**src/rtl/clk_phase_divider.sv**
```systemverilog
// Programmable clock divider: a shared period counter drives N_CH channels,
// each producing a phase-offset square wave and a period-start strobe.

module clk_phase_lane #(
   parameter int CNT_W = 8
) (
   input  logic             refclk,
   input  logic             rst,
   input  logic             en,
   input  logic [CNT_W-1:0] cnt,
   input  logic [CNT_W-1:0] div,
   input  logic [CNT_W-1:0] phase,
   output logic             outclk,
   output logic             outce
);
   logic [CNT_W:0] cnt_x, ph_x, div_x, p, half;

   // Position within this channel's period; one extra bit keeps cnt + div clean at max P.
   always_comb begin
      cnt_x = {1'b0, cnt};
      ph_x  = {1'b0, phase};
      div_x = {1'b0, div};
      half  = div_x >> 1;
      p     = (cnt_x >= ph_x) ? (cnt_x - ph_x) : (cnt_x + div_x - ph_x);
   end

   always_ff @(posedge refclk or posedge rst) begin
      if (rst) begin
         outclk <= 1'b0;
         outce  <= 1'b0;
      end else if (en) begin
         outclk <= (p < half);
         outce  <= (p == '0);
      end else begin
         outclk <= 1'b0;
         outce  <= 1'b0;
      end
   end
endmodule

module clk_phase_divider #(
   parameter int N_CH    = 6,
   parameter int CNT_W   = 8,
   parameter int DEF_DIV = 4
) (
   input  logic                  refclk,
   input  logic                  rst,
   input  logic                  cfg_valid,
   output logic                  cfg_ready,
   input  logic [CNT_W-1:0]      cfg_div,
   input  logic [N_CH*CNT_W-1:0] cfg_phase,
   output logic                  cfg_err,
   output logic [N_CH-1:0]       outclk,
   output logic [N_CH-1:0]       outce,
   output logic                  locked
);
   typedef enum logic {ALIGN, LOCKED} state_t;

   state_t                       state_q, state_d;
   logic [CNT_W-1:0]             cnt, cnt_d, div_r;
   logic [N_CH-1:0][CNT_W-1:0]   phase_r;
   logic                         cfg_ok, accept, reject, wrap;

   assign cfg_ready = (state_q == LOCKED);
   assign locked    = (state_q == LOCKED);

   always_comb begin
      cfg_ok = (cfg_div >= CNT_W'(2));
      for (int i = 0; i < N_CH; i++)
         if (cfg_phase[i*CNT_W +: CNT_W] >= cfg_div) cfg_ok = 1'b0;
      accept  = cfg_valid && cfg_ready && cfg_ok;
      reject  = cfg_valid && cfg_ready && !cfg_ok;
      wrap    = (cnt == div_r - CNT_W'(1));
      cnt_d   = wrap ? '0 : cnt + CNT_W'(1);
      state_d = state_q;
      if (accept) begin
         cnt_d   = '0;
         state_d = ALIGN;
      end else if (state_q == ALIGN && wrap) begin
         state_d = LOCKED;
      end
   end

   always_ff @(posedge refclk or posedge rst) begin
      if (rst) begin
         state_q <= ALIGN;
         cnt     <= '0;
         div_r   <= CNT_W'(DEF_DIV);
         phase_r <= '0;
         cfg_err <= 1'b0;
      end else begin
         state_q <= state_d;
         cnt     <= cnt_d;
         cfg_err <= reject;
         if (accept) begin
            div_r   <= cfg_div;
            phase_r <= cfg_phase;
         end
      end
   end

   // Lanes see the pre-edge state, so the accepting edge still emits LOCKED outputs.
   for (genvar i = 0; i < N_CH; i++) begin : g_lane
      clk_phase_lane #(.CNT_W(CNT_W)) u_lane (
         .refclk (refclk),
         .rst    (rst),
         .en     (state_q == LOCKED),
         .cnt    (cnt),
         .div    (div_r),
         .phase  (phase_r[i]),
         .outclk (outclk[i]),
         .outce  (outce[i])
      );
   end
endmodule

```
**config.mk**
```make
export PLATFORM = sky130hd
export DESIGN_NAME = clk_phase_divider
export DESIGN_NICKNAME = d
export VERILOG_FILES = /design/src/rtl/clk_phase_divider.sv
export SDC_FILE = /design/constraint.sdc
export NUM_CORES = 1
export LEC_CHECK = 0
export ABC_AREA = 1
export CORE_AREA = 5 5 161 163
export DETAILED_ROUTE_END_ITERATION = 7
export DIE_AREA = 0 0 166 168
export PLACE_DENSITY = 0.79
export SYNTH_ARGS = -nofsm -noshare
export SYNTH_HDL_FRONTEND = slang
export SYNTH_HIERARCHICAL = 1
export SYNTH_SLANG_ARGS = --single-unit
```
**constraint.sdc**
```tcl
create_clock -name refclk -period 3.6 [get_ports refclk]
set_clock_uncertainty 0.05 [all_clocks]
set_input_delay 0.72 -clock refclk [delete_from_list [all_inputs] [get_ports refclk]]
set_output_delay 0.72 -clock refclk [all_outputs]
set_load 0.01 [all_outputs]
```
# Word level (Yosys, flattened, before mapping)
# Cells that the tools add are included.
[classes]
add_sub_neg = 15
n_mul = 0
div = 0
magnitude_cmp = 19
eq_ne = 1
shifts = 0
muxes = 28
n_bitwise = 1
reduce_logical = 12
[op_table]
columns = ["cell", "count"]
rows = [
  ["$ge A8 B8 Y1", 12],
  ["$logic_not A9 Y1", 6],
  ["$lt A9 B7 Y1", 6],
  ["$mux W9", 6],
  ["$sub A8 B8 Y9", 6],
  ["$sub A9 B8 Y9", 6],
  ["$mux W1", 20],
  ["$mux W8", 2],
  ["$add A8 B8 Y9", 1],
  ["$add A8 B1 Y8 const B", 1],
  ["$eq A8 B8 Y1", 1],
  ["$ge A8 B2 Y1 const B", 1],
  ["$sub A8 B1 Y8 const B", 1],
  ["$logic_and A1 B1 Y1", 4],
  ["$reduce_bool A2 Y1", 1],
  ["$logic_not A1 Y1", 1],
  ["$not A1 Y1", 1],
]
[word_totals]
regBits = 78
latchBits = 0
mem_bits_rw = 0
romBits = 0
word_cells = 98
memories = 0

# Longest topological paths before layout
[depth]
word_depth = 9
ltp_mapped = 19
mapped_depth_nobuf = 19

# Hierarchy
# The synthesis kept the hierarchy.
[by_module_without_submodules]
columns = ["mod", "n_inst", "cells_per_inst", "area_each_um2", "seq_area_each_um2"]
rows = [
  ["clk_phase_divider", 1, 597, 4424.2, 1652.8],
  ["clk_phase_lane at g_lane[3].u_lane ...", 2, 267, 1552.7, 50.0],
  ["clk_phase_lane at g_lane[1].u_lane ...", 2, 249, 1506.4, 50.0],
  ["clk_phase_lane at g_lane[5].u_lane", 1, 267, 1542.7, 50.0],
  ["clk_phase_lane at g_lane[0].u_lane", 1, 251, 1506.4, 50.0],
]

# Worst setup path before layout
# OpenSTA, ideal clock, no wires.
[synth_timing]
path_kind = "reg-to-reg"
from = "register cnt[1]"
to = "register g_lane[0].u_lane.outclk"
setup_ps = 77
arrival_ps = 3247
setup_slack_ps = 226
stages_incl_launch_ff = 15
path_buffers = 0
cell_sequence = "dfrtp_1 > inv_1 > fa_1 > fa_1 > nand3b_1 > nand2_1 > a21oi_1 > xor2_1 > nand2_1 > nand2_1 > inv_1 > ha_1 > a211oi_1 > nand4_1 > a21oi_1"
[synth_between]
elab_chain_len = 5
word_cells_on_any_way = 7
cone_classes = "3 x add/sub; 2 x order compare; 2 x mux"
[synth_rtl]
columns = ["element", "line", "text"]
rows = [
  ["start, declared", "60", "logic [CNT_W-1:0] cnt, cnt_d, div_r;"],
  ["start signal, assigned", "93", "cnt <= cnt_d;"],
  ["$add A8 B8 Y9", "24", "p = (cnt_x >= ph_x) ? (cnt_x - ph_x) : (cnt_x + div_x - ph_x);"],
  ["$sub A9 B8 Y9", "24", ""],
  ["$mux W9 *", "24", ""],
  ["$lt A9 B7 Y1 *", "32", "outclk <= (p < half);"],
  ["$mux W1 *", "31", "end else if (en) begin"],
  ["end signal, assigned", "32", ""],
  ["end, declared", "13", "output logic outclk,"],
]
# Every way passes the cells marked *; elsewhere a longest branch is shown, timed or not.
# A chain may end at the register's enable or synchronous reset.

# Worst setup path in the final report
[layout_timing]
from = "register div_r[2]"
to = "register g_lane[5].u_lane.outclk"
[layout_between]
elab_chain_len = 5
[layout_rtl]
columns = ["element", "line", "text"]
rows = [
  ["start, declared", "60", ""],
  ["start signal, assigned", "88", "div_r <= CNT_W'(DEF_DIV);"],
  ["start signal, assigned", "96", "div_r <= cfg_div;"],
  ["$add A8 B8 Y9", "24", ""],
  ["$sub A9 B8 Y9", "24", ""],
  ["$mux W9", "24", ""],
  ["$lt A9 B7 Y1 *", "32", ""],
  ["$mux W1 *", "31", ""],
  ["end signal, assigned", "32", ""],
  ["end, declared", "13", ""],
]
# Marks and branches as above.

==> impl_metrics.env <==
export IMPL_run_status="completed"
export IMPL_synth_nets=2448
export IMPL_htree_levels=3
export IMPL_synth_area_mux_share=0
export IMPL_synth_area_um2=13600
export IMPL_wl_um=38300
export IMPL_ir_worst_vdd_mv=0.175
export IMPL_die_area_um2=27900
export IMPL_vias_per_cell=5.24
export IMPL_drc_errors=0
export IMPL_drv_slew=0
export IMPL_wl_per_cell_um=14.9
export IMPL_worst_r2r_cell_count=20
export IMPL_cp_depth=20
export IMPL_dp_hpwl_um=31000
export IMPL_fp_dieH_um=168
export IMPL_die_width_um=166
export IMPL_worstPathCellList="clkbuf_4 -> inv_1 -> fa_1 -> inv_1 -> ha_4 -> nand2_1 -> nand2_1 -> inv_1 -> nand2_1 -> nand2_1 -> nand2_1 -> nand3_1 -> nand2_1 -> inv_1 -> ha_1 -> inv_1 -> nor3_1 -> a211oi_1 -> nand2_1 -> a21oi_1"
export IMPL_ctsHoldBuffers=0
export IMPL_grt_first_pass_wirelength_um=62500
export IMPL_grt_usage=0.271
export IMPL_start_util=0.562
export IMPL_syn_avg_cell_area_um2=6.33
export IMPL_p_int_w=0.00157
export IMPL_cp_buffers_inverters=6
export IMPL_floorplan_io_pins=74
export IMPL_ys_ff_latch=78
export IMPL_synthSimpleGateAreaFrac=0.368
export IMPL_synth_edf_count=0
export IMPL_min_path_type="flip-flop to flip-flop"
export IMPL_antenna_found_initial=0
export IMPL_endpoint_kind="flip-flop"
export IMPL_synth_compound_area_frac=0.0549
export IMPL_cts_tree="yes"
export IMPL_ys_warn_count=6
export IMPL_coreArea_um2=24200
export IMPL_ys_async_sr_fraction=1.00
export IMPL_antenna_cells=0
export IMPL_yosys_area_top_type_share=0.192
export IMPL_maxCapViolCount=0
export IMPL_hold_viol=0
export IMPL_worst_pin_slew_ns=0.524
export IMPL_synth_commonest_cells="695 x nand2_1, 481 x inv_1, 188 x ha_1"
export IMPL_synthAdderAreaFrac=0.253
export IMPL_cts_clk_slew_worst_paths_ns=0.07
export IMPL_hold_depth=2
export IMPL_cp_top_family="adder cells"
export IMPL_yosysMostFrequentCell="nand2_1"
export IMPL_setup_viol=0
export IMPL_finalCritPeriodShare=0.931
export IMPL_postRouteAntennaNets=0
export IMPL_place_area_um2=14900
export IMPL_cp_start_kind="flip-flop"
export IMPL_power_leakage_nw=8.54
export IMPL_insertion_delay_ns=0.35
export IMPL_grt_pass1_vias=13020
export IMPL_rows=57
export IMPL_final_nets=2551
export IMPL_syn_inst=2147
export IMPL_sw_frac_of_total=0.277
export IMPL_num_vias=13511
export IMPL_rsz0062_at_grt="false"
export IMPL_crit_top_cell="nand2_1"
export IMPL_cts_sinks=78
export IMPL_critPathKind="flip-flop to flip-flop"
export IMPL_gp_congestion=0.986
export IMPL_clockBufferDepth=2
export IMPL_min_period_ns=3.35
export IMPL_tns_ns=0
export IMPL_p_per_area_nw_per_um2=142
export IMPL_syn_to_final_growth_pct=12.6
export IMPL_final_area_um2=15300
export IMPL_switchingPower_w=0.000602
export IMPL_synth_top_family_by_area="simple AND/OR/NAND/NOR gates"
export IMPL_io_buffers=73
export IMPL_yosys_top_cells_area="nand2_1 19%, ha_1 17%, dfrtp_1 14%, inv_1 13%, fa_1 8.0%"
export IMPL_synthXorXnorAreaFrac=0.0309
export IMPL_final_util=0.633
export IMPL_synth_main_ff_cell="dfrtp_1"
export IMPL_fin_hold_ws_ns=0.432
export IMPL_critPathArrivalTime_ns=3.57
export IMPL_fmax_ghz=0.298
export IMPL_yosys_area_top_type="nand2_1"
export IMPL_cts_root_buf="clkbuf_16"
export IMPL_synth_cell_types=42
export IMPL_drtIter0Drc=1213
export IMPL_crit_slowest_cell="dfstp_4"
export IMPL_cts_buffers=9
export IMPL_nFillCells=2146
export IMPL_synth_seq_area_share=0.144
export IMPL_cp_required_ns=3.82
export IMPL_p_seq_frac=0.403
export IMPL_worst_path_max_fanout=5
export IMPL_layout_drive_gt1_share=0.0767
export IMPL_firstDrtPassIters=6
export IMPL_grt_max_degree=42
export IMPL_gr_total_overflow=0
export IMPL_slowest_delay_ns=0.66
export IMPL_p_comb_frac=0.152
export IMPL_clkPwrFrac=0.445
export IMPL_slew_headroom=0.649
-- final cells by class --
type,count,area (µm²),area share
flip-flops and latches,78,1960,0.128
clock inverters,5,58.8,0.00384
multi-input cells,1536,9650,0.631
repair buffers,111,1060,0.0690
well taps,324,405,0.0265
inverters,514,1930,0.126
clock buffers,11,243,0.0159
-- per-stage QoR --
stage	worst slack (ns)	power, W	cells
after detailed placement	0.0166	0.00122	2558
after CTS	0.100	0.00218	2574
after floorplan	0.226	0.00107	2147
final	0.249	0.00217	2579
after global placement	0.0941	0.00121	2558
after global routing	0.00853	0.00226	2579
-- cells by family (layout without fill, tap and decap cells) --
logic type	count (synthesis)	after routing
fa+ha+maj	242	242
simple gates	1113	1113
flops	78	78
buf+inv	533	641
compound gates	133	133
xor+xnor	48	48
-- sequential cells by signal, summed over array words and instances, names as in the netlist --
register / count
g_lane.u_lane/outce: 6
div_r: 8
phase_r: 48
cfg_err: 1
cnt: 8
g_lane.u_lane/outclk: 6
cfg_ready: 1
-- layer usage --
| metal | wire length, µm | GRT usage |
|---|---|---|
| met5 | 0 | 0 |
| met4 | 1420 | 0.0951 |
| met3 | 2650 | 0.0335 |
| met2 | 17400 | 0.454 |
| met1 | 16900 | 0.363 |
-- worst reg2reg max path, stage by stage (launching register included) --
cell and delay (ns):
dfstp_4 0.66, clkbuf_4 0.20, inv_1 0.09, fa_1 0.51, inv_1 0.07, ha_4 0.28, nand2_1 0.05, nand2_1 0.07
inv_1 0.05, nand2_1 0.08, nand2_1 0.05, nand2_1 0.08, nand3_1 0.08, nand2_1 0.10, inv_1 0.05, ha_1 0.26
inv_1 0.08, nor3_1 0.05, a211oi_1 0.17, nand2_1 0.12, a21oi_1 0.13
-- power groups by stage --
stage | sequential [W] | combinational [W] | clock [W]
floorplan | 0.000893 | 0.000177 | 0
global placement | 0.000893 | 0.000317 | 0
detailed placement | 0.000893 | 0.000326 | 0
CTS | 0.000876 | 0.000328 | 0.000976
global route | 0.000876 | 0.000370 | 0.00101
finish | 0.000876 | 0.000331 | 0.000967
-- cell usage in the layout, fill, tap and decap left out, types with 7 or more instances in the layout --
master,Yosys,layout
a21oi_1,85,82
nand3_2,10,11
nand2_1,695,694
nor2_2,16,15
nor3_1,15,15
xnor2_1,19,19
nand3b_1,37,37
buf_4,1,32
inv_1,481,480
inv_2,28,30
a211oi_1,12,11
nor2_4,8,9
ha_1,188,187
xor2_1,29,29
and2_1,7,7
clkdlybuf4s50_1,0,73
nor2_1,98,98
nand4_1,21,21
nand3_1,159,158
o21ai_0,16,16
fa_1,54,54
nand2_2,30,31
dfrtp_1,77,74
clkbuf_16,0,9
-- path summary, 6_finish.rpt --
path | start | to | slack (ns)
worst max-delay path | div_r[2] | g_lane[5].u_lane/outclk | 0.25
min in group asynchronous | rst | g_lane[4].u_lane/outclk | 0.70
worst min-delay path | phase_r[31] | phase_r[31] | 0.43
worst max register to register | div_r[2] | g_lane[5].u_lane/outclk | 0.25
max in group asynchronous | rst | cnt[5] | 2.13
worst min register to register | phase_r[31] | phase_r[31] | 0.43
-- repair_timing --
item,in CTS,in global routing
buffers inserted,0,5
gates resized for setup,1,14
setup endpoints to repair,1,5
Note: power is estimated with default switching activity, not from simulation.
